<file path="src/rtl/seven_seg_pkg.sv">
// Shared constants and helpers for the seven-segment scan driver and its upstream users.
package seven_seg_pkg;

  localparam int SEG_W_DEFAULT = 7;
  localparam int MAX_DIGITS    = 32;

  localparam logic [SEG_W_DEFAULT-1:0] SEG_OFF = '0;

  // Active-high gfedcba patterns for hex digits 0..F.
  localparam logic [6:0] HEX_SEG [16] = '{
    7'h3F, 7'h06, 7'h5B, 7'h4F, 7'h66, 7'h6D, 7'h7D, 7'h07,
    7'h7F, 7'h6F, 7'h77, 7'h7C, 7'h39, 7'h5E, 7'h79, 7'h71
  };

  function automatic logic [MAX_DIGITS-1:0] onehot(input int unsigned idx);
    onehot = {{(MAX_DIGITS-1){1'b0}}, 1'b1} << idx;
  endfunction

endpackage

</file>
<file path="src/rtl/seven_seg_refresh_timer.sv">
// Dwell counter for one digit; flags the advance cycle when the count reaches PERIOD.
// The count itself is only exported when SEVEN_SEG_DIMMING_EN is defined.
module seven_seg_refresh_timer
  import seven_seg_pkg::*;
#(
  parameter int PERIOD = 500,
  parameter int CBITS  = (PERIOD > 0) ? $clog2(PERIOD + 1) : 1
) (
  input  logic             clk,
  input  logic             rst,
  input  logic             enable,
`ifdef SEVEN_SEG_DIMMING_EN
  output logic [CBITS-1:0] cnt,
`endif
  output logic             adv
);

  logic [CBITS-1:0] cnt_r;
  logic [CBITS-1:0] cnt_next_s;

  assign adv = enable && (cnt_r == CBITS'(PERIOD));

`ifdef SEVEN_SEG_DIMMING_EN
  assign cnt = cnt_r;
`endif

  // Next count: wrap on advance, step while enabled, otherwise hold.
  always_comb begin
    cnt_next_s = cnt_r;
    if (adv) begin
      cnt_next_s = '0;
    end else if (enable) begin
      cnt_next_s = cnt_r + CBITS'(1);
    end else begin
      cnt_next_s = cnt_r;
    end
  end

  // Dwell counter register.
  always_ff @(posedge clk or negedge rst) begin
    if (!rst) begin
      cnt_r <= '0;
    end else begin
      cnt_r <= cnt_next_s;
    end
  end

endmodule

</file>
<file path="src/rtl/seven_seg_scan.sv">
// N-digit multiplexed seven-segment scanner with pause, per-digit blanking and frame pulse.
// Optional PWM dimming of the segment bus is enabled by defining SEVEN_SEG_DIMMING_EN.
module seven_seg_scan
  import seven_seg_pkg::*;
#(
  parameter int NUM_DIGITS = 4,
  parameter int SEG_W      = SEG_W_DEFAULT,
  parameter int PERIOD     = 500,
  parameter int CBITS      = (PERIOD > 0) ? $clog2(PERIOD + 1) : 1,
  localparam int IW        = $clog2(NUM_DIGITS)
) (
  input  logic                        clk,
  input  logic                        rst,
  input  logic [NUM_DIGITS*SEG_W-1:0] digits_in,
  input  logic                        enable,
  input  logic [NUM_DIGITS-1:0]       blank_mask,
`ifdef SEVEN_SEG_DIMMING_EN
  input  logic [CBITS-1:0]            duty,
`endif
  output logic [SEG_W-1:0]            segment,
  output logic [NUM_DIGITS-1:0]       digit_sel,
  output logic [IW-1:0]               digit_idx,
  output logic                        sig,
  output logic                        frame_done
);

  logic              adv_s;
  logic [IW-1:0]     idx_r;
  logic [IW-1:0]     idx_next_s;
  logic [SEG_W-1:0]  pat_s;
  logic [SEG_W-1:0]  seg_r;
  logic [NUM_DIGITS-1:0] sel_r;
  logic              sig_r;
  logic              fd_r;

`ifdef SEVEN_SEG_DIMMING_EN
  logic [CBITS-1:0]  cnt_s;
`endif

  seven_seg_refresh_timer #(
    .PERIOD (PERIOD),
    .CBITS  (CBITS)
  ) u_timer (
    .clk    (clk),
    .rst    (rst),
    .enable (enable),
`ifdef SEVEN_SEG_DIMMING_EN
    .cnt    (cnt_s),
`endif
    .adv    (adv_s)
  );

  // Index the scan moves to on the next advance.
  always_comb begin
    idx_next_s = idx_r;
    if (idx_r == IW'(NUM_DIGITS - 1)) begin
      idx_next_s = '0;
    end else begin
      idx_next_s = idx_r + IW'(1);
    end
  end

  // Pattern of the upcoming digit, forced dark when its blank bit is set.
  always_comb begin
    pat_s = SEG_W'(SEG_OFF);
    for (int k = 0; k < NUM_DIGITS; k++) begin
      pat_s = pat_s | ((idx_next_s == IW'(k)) ? digits_in[k*SEG_W +: SEG_W] : SEG_W'(SEG_OFF));
    end
    if (blank_mask[idx_next_s]) begin
      pat_s = SEG_W'(SEG_OFF);
    end else begin
      pat_s = pat_s;
    end
  end

  // Scan state and registered outputs; inputs are captured only on advance.
  always_ff @(posedge clk or negedge rst) begin
    if (!rst) begin
      idx_r <= IW'(NUM_DIGITS - 1);
      seg_r <= SEG_W'(SEG_OFF);
      sel_r <= '0;
      sig_r <= 1'b0;
      fd_r  <= 1'b0;
    end else if (adv_s) begin
      idx_r <= idx_next_s;
      seg_r <= pat_s;
      sel_r <= NUM_DIGITS'(onehot(32'(idx_next_s)));
      sig_r <= 1'b1;
      fd_r  <= (idx_next_s == IW'(0));
    end else begin
      sig_r <= 1'b0;
      fd_r  <= 1'b0;
    end
  end

`ifdef SEVEN_SEG_DIMMING_EN
  assign segment = (cnt_s < duty) ? seg_r : SEG_W'(SEG_OFF);
`else
  assign segment = seg_r;
`endif

  assign digit_sel  = sel_r;
  assign digit_idx  = idx_r;
  assign sig        = sig_r;
  assign frame_done = fd_r;

endmodule

</file>
<file path="config.mk">
export PLATFORM = sky130hd
export DESIGN_NAME = seven_seg_scan
export DESIGN_NICKNAME = d
export VERILOG_FILES = /design/src/rtl/seven_seg_pkg.sv /design/src/rtl/seven_seg_refresh_timer.sv /design/src/rtl/seven_seg_scan.sv
export SDC_FILE = /design/constraint.sdc
export NUM_CORES = 1
export LEC_CHECK = 0
export CAP_MARGIN = 30
export CORE_MARGIN = 5
export CORE_UTILIZATION = 42
export DETAILED_ROUTE_END_ITERATION = 7
export PLACE_DENSITY_LB_ADDON = 0.25
export SETUP_SLACK_MARGIN = 0.15
export SYNTH_ARGS = -nofsm -noshare
export SYNTH_HDL_FRONTEND = slang
export SYNTH_SLANG_ARGS = --single-unit
</file>
<file path="constraint.sdc">
create_clock -name clk -period 2.2 [get_ports clk]
set_input_delay 0.22 -clock clk [delete_from_list [all_inputs] [get_ports clk]]
set_output_delay 0.22 -clock clk [all_outputs]
set_load 0.05 [all_outputs]
</file>
==> summary.txt, run 1 <==
Worst setup path
  • Worst path slowest cell: clkdlybuf4s50_1
  • Setup slack, reg-to-reg: 0.37 ns
  • Worst reg2reg endpoint: segment[4]
  • Critical path type: reg -> out
  • Nature of the critical path endpoint: primary output
  • Worst path arrival time: 1.76 ns
  • Worst Setup SP: digit_idx[0]
  • CP top delay family: buffers and inverters
  • Worst path max stage delay: 0.83 ns
  • R2r startpoint: u_timer.cnt_r[0]
  • Crit path capture: digit_idx[0]
  • Crit-path cells: clkdlybuf4s50_1
  • Critical Path Stages: 1
  • Worst-path maximum fanout: 6
  • CP required: 1.98 ns
  • Startpoint class of the critical path: flip-flop
  • Worst path bufs/invs: 1
  • R2R depth: 7

Route
  • Routed wire length per instance: 16.2 µm
  • Total wire length: 3290 µm
  • ANT nets after route: 0
  • Pre-antenna DRT Iters: 4
  • DR vias: 1125
  • Vias/cell: 5.54
  • DRC viols: 0
  • Initial DRC count: 33

STA
  • Final period utilization: 0.901
  • Fin. max-slew vios: 0
  • Final hold viol count: 0
  • TNS Setup: 0 ns
  • Slew @ Worst Pin: 0.543 ns
  • Final setup fails: 0
  • Fmax: 504 MHz
  • Crit path time final: 1.98 ns
  • Hold WS: 0.238 ns
  • Fin worst setup slack: 0.217 ns
  • Relative slew margins: 0.637
  • Clock skew: 0.00130 ns
  • RSZ-0062 raised after global routing: no

Finish
  • Fill cells: 232
  • Multi-input gate area: 579 µm²
  • Share of layout cells above drive strength 1: 0.0814
  • Final std cell area, no fill: 0.00178 mm²
  • Syn-to-layout area delta: 43.4%
  • Diode count: 0
  • Layout net count: 214
  • Sequential cell area: 603 µm²
  • Final Util: 0.635

Run status
  • Status: complete, no violations

Place
  • Routability cong.: 0.770
  • Post-Place Worst Slack: 0.266 ns
  • Post-DP HPWL: 2560 µm
  • Placed cell area: 0.00175 mm²
  • PortBufs: 49

Synthesis
  • Cell taking the most area after synthesis: dfrtp_1
  • Synth top area share: 0.443
  • Asr flop ratio synth: 1.00
  • Yosys warns: 0
  • Ys flop type: dfrtp_1
  • Post-synthesis instance area: 0.00124 mm²
  • EDFF count, synth: 0
  • Post-Syn Instances: 123
  • Synth top area cells: dfrtp_1 44%, a22o_1 6.3%, nand2_1 6.3%, ha_1 6.0%, a221oi_1 4.9%
  • Syn_nets: 164
  • Yosys cell types: 33
  • Sequential fraction of the synthesis area: 0.485
  • Seq cells post-synth: 24
  • Mean Syn Cell Area: 10.1 µm²

Global route
  • First-pass GRT wire length: 5280 µm
  • GRT Resource Usage Total: 0.159
  • Largest net degree at the start of global routing: 25
  • Vias in the first global route: 1140
  • Initial antenna violation count: 0
  • GRT Residual Overflow: 0

Floorplanning
  • Core Area: 0.00281 mm²
  • Die width: 64.4 µm
  • Number of top-level pins: 50
  • # rows: 19
  • Die Height: 64.4 µm
  • Initial core utilization: 0.443
  • Die ar.: 0.00415 mm²

Power and ir drop
  • Leakage power: 0.786 nW
  • Maximum vdd drop: 0.243 mV
  • PwrDens: 537 mW/mm²

Clock network
  • Clock root buffer: clkbuf_4
  • Num Clock Sinks: 24
  • CTS clk-pin slew, worst paths: 0.13 ns
  • # resized after CTS: 0
  • TritonCTS clock tree: built
  • Clk_lat worst skew: 0.32 ns
  • Max H-tree Level: 1
  • Post-CTS Setup Inserts: 0
  • TritonCTS Buffers: 3
  • Clock buffer depth: 2
  • CTS hold repair buffers: 0

Job
  • MaxCap Viol Count: 0

Worst hold path
  • Hold Path Class: in -> async
-- per-stage QoR --
stage | power [W] | cells
floorplan | 0.000647 | 123
global placement | 0.000745 | 199
detailed placement | 0.000758 | 199
CTS | 0.000956 | 203
global route | 0.00100 | 203
finish | 0.000958 | 203
-- final cells by class --
type | instances | area share
repair buffers | 52 | 0.288
inverters | 5 | 0.0119
flip-flops and latches | 24 | 0.338
clock buffers | 4 | 0.0147
well taps | 31 | 0.0218
multi-input cells | 87 | 0.325
-- layout by cell type, fill, tap and decap left out --
master,Yosys,routed
nor3b_1,1,1
clkbuf_4,0,3
and3_1,2,2
xor2_1,3,3
o2111ai_1,1,1
and2_1,1,1
ha_1,6,6
nor3_1,4,4
dfstp_2,2,2
nor2_1,5,5
nand2_1,21,21
or4_4,1,1
clkbuf_1,2,1
mux4_2,1,1
nand2b_2,1,1
nand3_1,2,2
mux2_2,1,1
a221oi_1,7,7
inv_4,0,1
o21ai_0,4,4
a21oi_1,1,1
or3_1,1,1
dfrtp_1,22,22
nand4_1,3,3
clkdlybuf4s50_1,0,49
o21ai_1,8,8
xnor2_1,1,1
a21o_1,1,1
nand2_2,1,1
inv_1,4,4
buf_4,1,3
a211o_1,1,1
a22o_1,9,9
-- where the power goes --
part | switching [W] | total, W | internal (W)
Clock | 0.000136 | 0.000207 | 0.0000710
Combinational | 0.0000820 | 0.000197 | 0.000115
Sequential | 0.0000661 | 0.000553 | 0.000487
Total | 0.000285 | 0.000958 | 0.000673
-- kinds of logic after synthesis --
| family | share of synthesized area |
|---|---|
| AO/OA/AOI/OAI | 0.185 |
| XOR/XNOR | 0.0282 |
| adder cells (fa/ha/maj) | 0.0604 |
| buffers and inverters | 0.0483 |
| flip-flops | 0.485 |
| multiplexers | 0.0272 |
| AND/OR/NAND/NOR | 0.165 |
-- synth_stat cells (2+ instances only) --
cell type	count
a221oi_1	7
a22o_1	9
and3_1	2
buf_2	3
clkbuf_1	2
dfrtp_1	22
dfstp_2	2
ha_1	6
inv_1	4
nand2_1	21
nand3_1	2
nand4_1	3
nor2_1	5
nor3_1	4
o21ai_0	4
o21ai_1	8
xor2_1	3
-- flip-flops by register name, summed over array words and instances (netlist names) --
name	flops
frame_done	1
segment	7
sig	1
digit_idx	2
u_timer.cnt_r	9
digit_sel	4
-- worst register-to-register path, stage by stage, from the launching register on --
cell and delay (ns):
dfrtp_1 0.43, inv_1 0.12, ha_1 0.18, nand2_1 0.08, or4_4 0.52, inv_4 0.14
nand2b_2 0.14, o21ai_1 0.16
-- metal layers --
layer,vias to the layer above,global-route usage,share of wire
li1,542,-,-
met3,6,0.0385,0.061
met1,542,0.206,0.42
met5,-,0,0
met2,35,0.258,0.50
met4,0,0.0607,0.016
-- worst min path at each step --
stage | from | endpoint | slack [ns] | cells after the start
finish | rst | digit_sel[3] | 0.24 | 2
global route | rst | segment[1] | 0.27 | 2
CTS | rst | segment[5] | 0.25 | 2
detailed placement | digit_sel[0] | digit_sel[0] | 0.48 | 1
global placement | digit_sel[1] | digit_sel[1] | 0.46 | 2
floorplan | rst | digit_sel[0] | -0.08 | 0
Note: power is estimated with default switching activity, not from simulation.
==> run 2, diff against run 1 <==
CELL_PAD_IN_SITES_DETAIL_PLACEMENT = 0   (was unset)
CELL_PAD_IN_SITES_GLOBAL_PLACEMENT = 1   (was unset)
CORE_UTILIZATION = 31   (was 42)
==> summary.txt, run 2 (synthesized netlist as in run 1, its figures left out) <==
Run status
  • Status: complete, no violations (unchanged)

Route
  • Initial DRC count: 57 (was 33)
  • Vias/cell: 4.92 (was 5.54)
  • ANT nets after route: 0 (unchanged)
  • Routed wire length per instance: 14.9 µm (was 16.2 µm)
  • Total wire length: 3320 µm (was 3290 µm)
  • DR vias: 1092 (was 1125)
  • DRC viols: 0 (unchanged)
  • Pre-antenna DRT Iters: 4 (unchanged)

Place
  • PortBufs: 49 (unchanged)
  • Routability cong.: 0.858 (was 0.770)
  • Post-DP HPWL: 2620 µm (was 2560 µm)
  • Placed cell area: 0.00178 mm² (was 0.00175 mm²)
  • Post-Place Worst Slack: 0.216 ns (was 0.266 ns)

STA
  • Relative slew margins: 0.653 (was 0.637)
  • TNS Setup: 0 ns (unchanged)
  • Clock skew: 0.00119 ns (was 0.00130 ns)
  • Final period utilization: 0.867 (was 0.901)
  • Fmax: 525 MHz (was 504 MHz)
  • Fin. max-slew vios: 0 (unchanged)
  • Crit path time final: 1.91 ns (was 1.98 ns)
  • Fin worst setup slack: 0.294 ns (was 0.217 ns)
  • Final hold viol count: 0 (unchanged)
  • Hold WS: 0.309 ns (was 0.238 ns)
  • Slew @ Worst Pin: 0.518 ns (was 0.543 ns)
  • Final setup fails: 0 (unchanged)
  • RSZ-0062 raised after global routing: no (unchanged)

Worst setup path
  • Worst path arrival time: 1.69 ns (was 1.76 ns)
  • Worst path slowest cell: clkdlybuf4s50_1 (unchanged)
  • Worst reg2reg endpoint: segment[6] (was segment[4])
  • Nature of the critical path endpoint: primary output (unchanged)
  • Setup slack, reg-to-reg: 0.30 ns (was 0.37 ns)
  • CP required: 1.98 ns (about the same)
  • Worst path max stage delay: 0.82 ns (was 0.83 ns)
  • Worst-path maximum fanout: 6 (unchanged)
  • CP top delay family: buffers and inverters (unchanged)
  • Startpoint class of the critical path: flip-flop (unchanged)
  • Critical path type: reg -> out (unchanged)
  • R2r startpoint: u_timer.cnt_r[0] (unchanged)
  • R2R depth: 7 (unchanged)
  • Worst path bufs/invs: 1 (unchanged)
  • Crit-path cells: clkdlybuf4s50_1 (unchanged)

Floorplanning
  • Core Area: 0.00394 mm² (was 0.00281 mm²)
  • Die ar.: 0.00537 mm² (was 0.00415 mm²)
  • Die width: 73.3 µm (was 64.4 µm)
  • Initial core utilization: 0.315 (was 0.443)
  • # rows: 23 (was 19)
  • Number of top-level pins: 50 (unchanged)
  • Die Height: 73.3 µm (was 64.4 µm)

Clock network
  • # resized after CTS: 0 (unchanged)
  • Num Clock Sinks: 24 (unchanged)
  • CTS clk-pin slew, worst paths: 0.08 ns (was 0.13 ns)
  • TritonCTS clock tree: built (unchanged)
  • Max H-tree Level: 1 (unchanged)
  • Clock root buffer: clkbuf_8 (was clkbuf_4)
  • TritonCTS Buffers: 3 (unchanged)
  • CTS hold repair buffers: 0 (unchanged)
  • Clock buffer depth: 2 (unchanged)
  • Clk_lat worst skew: 0.26 ns (was 0.32 ns)
  • Post-CTS Setup Inserts: 0 (unchanged)

Global route
  • Met3 Usage GRT: 0.0383 (was 0.0385)
  • Gr busiest metal: met2 (unchanged)
  • Largest net degree at the start of global routing: 25 (unchanged)
  • First-pass GRT wire length: 5340 µm (was 5280 µm)
  • GRT Resource Usage Total: 0.128 (was 0.159)
  • GR Util met1: 0.162 (was 0.206)
  • Grt met2 use: 0.218 (was 0.258)
  • GRT Residual Overflow: 0 (unchanged)
  • Vias in the first global route: 1117 (was 1140)
  • Initial antenna violation count: 0 (unchanged)

Finish
  • Layout net count: 214 (unchanged)
  • Diode count: 0 (unchanged)
  • Share of layout cells above drive strength 1: 0.0872 (was 0.0814)
  • Final Util: 0.465 (was 0.635)
  • Commonest cells after routing, fill and taps aside: 49 x clkdlybuf4s50_1, 22 x dfrtp_1, 21 x nand2_1, 9 x a22o_1, 8 x o21ai_1 (unchanged)
  • Biggest register: u_timer.cnt_r (unchanged)
  • Final std cell area, no fill: 0.00183 mm² (was 0.00178 mm²)
  • Max reg flops: 9 (unchanged)
  • Syn-to-layout area delta: 47.4% (was 43.4%)
  • Commonest non-fill, non-tap cell in the layout: clkdlybuf4s50_1 (unchanged)

Power and ir drop
  • Comb pwr share: 0.187 (was 0.206)
  • Sequential share of power: 0.529 (was 0.577)
  • PwrDens: 571 mW/mm² (was 537 mW/mm²)
  • Net Sw Power: 0.000285 W (about the same)
  • Clock network power share: 0.284 (was 0.217)
  • Cell Int Power: 0.000761 W (was 0.000673 W)
  • Maximum vdd drop: 0.397 mV (was 0.243 mV)
  • Leakage power: 0.801 nW (was 0.786 nW)
  • Switching part of the total: 0.272 (was 0.297)

Worst hold path
  • Hold Path Class: in -> async (unchanged)

Job
  • MaxCap Viol Count: 0 (unchanged)
==> run 2: cell counts in the layout (fill, tap and decap cells not counted) <==
Identical to the previous run, type by type.
==> run 2: area by class of cell <==
cell class	instances	area [µm²]
Fill cell	369	2110
Sequential cell	24	603
Multi-Input combinational cell	87	579
Timing Repair Buffer	52	513
Tap cell	50	62.6
Clock buffer	4	55.1
Inverter	5	18.8
==> run 2: worst max path at each step <==
stage | from | end | slack (ns) | cells after the start
finish | digit_idx[0] | digit_idx[0] | 0.29 | 1
global route | u_timer.cnt_r[0] | segment[6] | 0.16 | 7
CTS | digit_idx[0] | digit_idx[0] | 0.28 | 1
detailed placement | enable | segment[6] | 0.22 | 6
global placement | enable | segment[3] | 0.28 | 6
floorplan | digit_idx[0] | segment[0] | 0.36 | 5
==> run 2: power by group through the flow <==
stage	Sequential [W]	Combinational [W]	Clock, W
after floorplan	0.000543	0.000104	0
after global placement	0.000560	0.000191	0
after detailed placement	0.000562	0.000198	0
after CTS	0.000555	0.000199	0.000304
after global routing	0.000564	0.000220	0.000329
final	0.000553	0.000196	0.000297
==> run 2: layer usage <==
layer / vias up / wire, µm
li1: 541 / -
met1: 525 / 1360
met2: 21 / 1780
met3: 5 / 150
met4: 0 / 25
met5: - / 0
==> run 2: per-stage QoR <==
| stage | total power [W] | std cells |
|---|---|---|
| final | 0.00105 | 222 |
| after global routing | 0.00111 | 222 |
| after CTS | 0.00106 | 222 |
| after detailed placement | 0.000761 | 218 |
| after global placement | 0.000751 | 218 |
| after floorplan | 0.000647 | 123 |
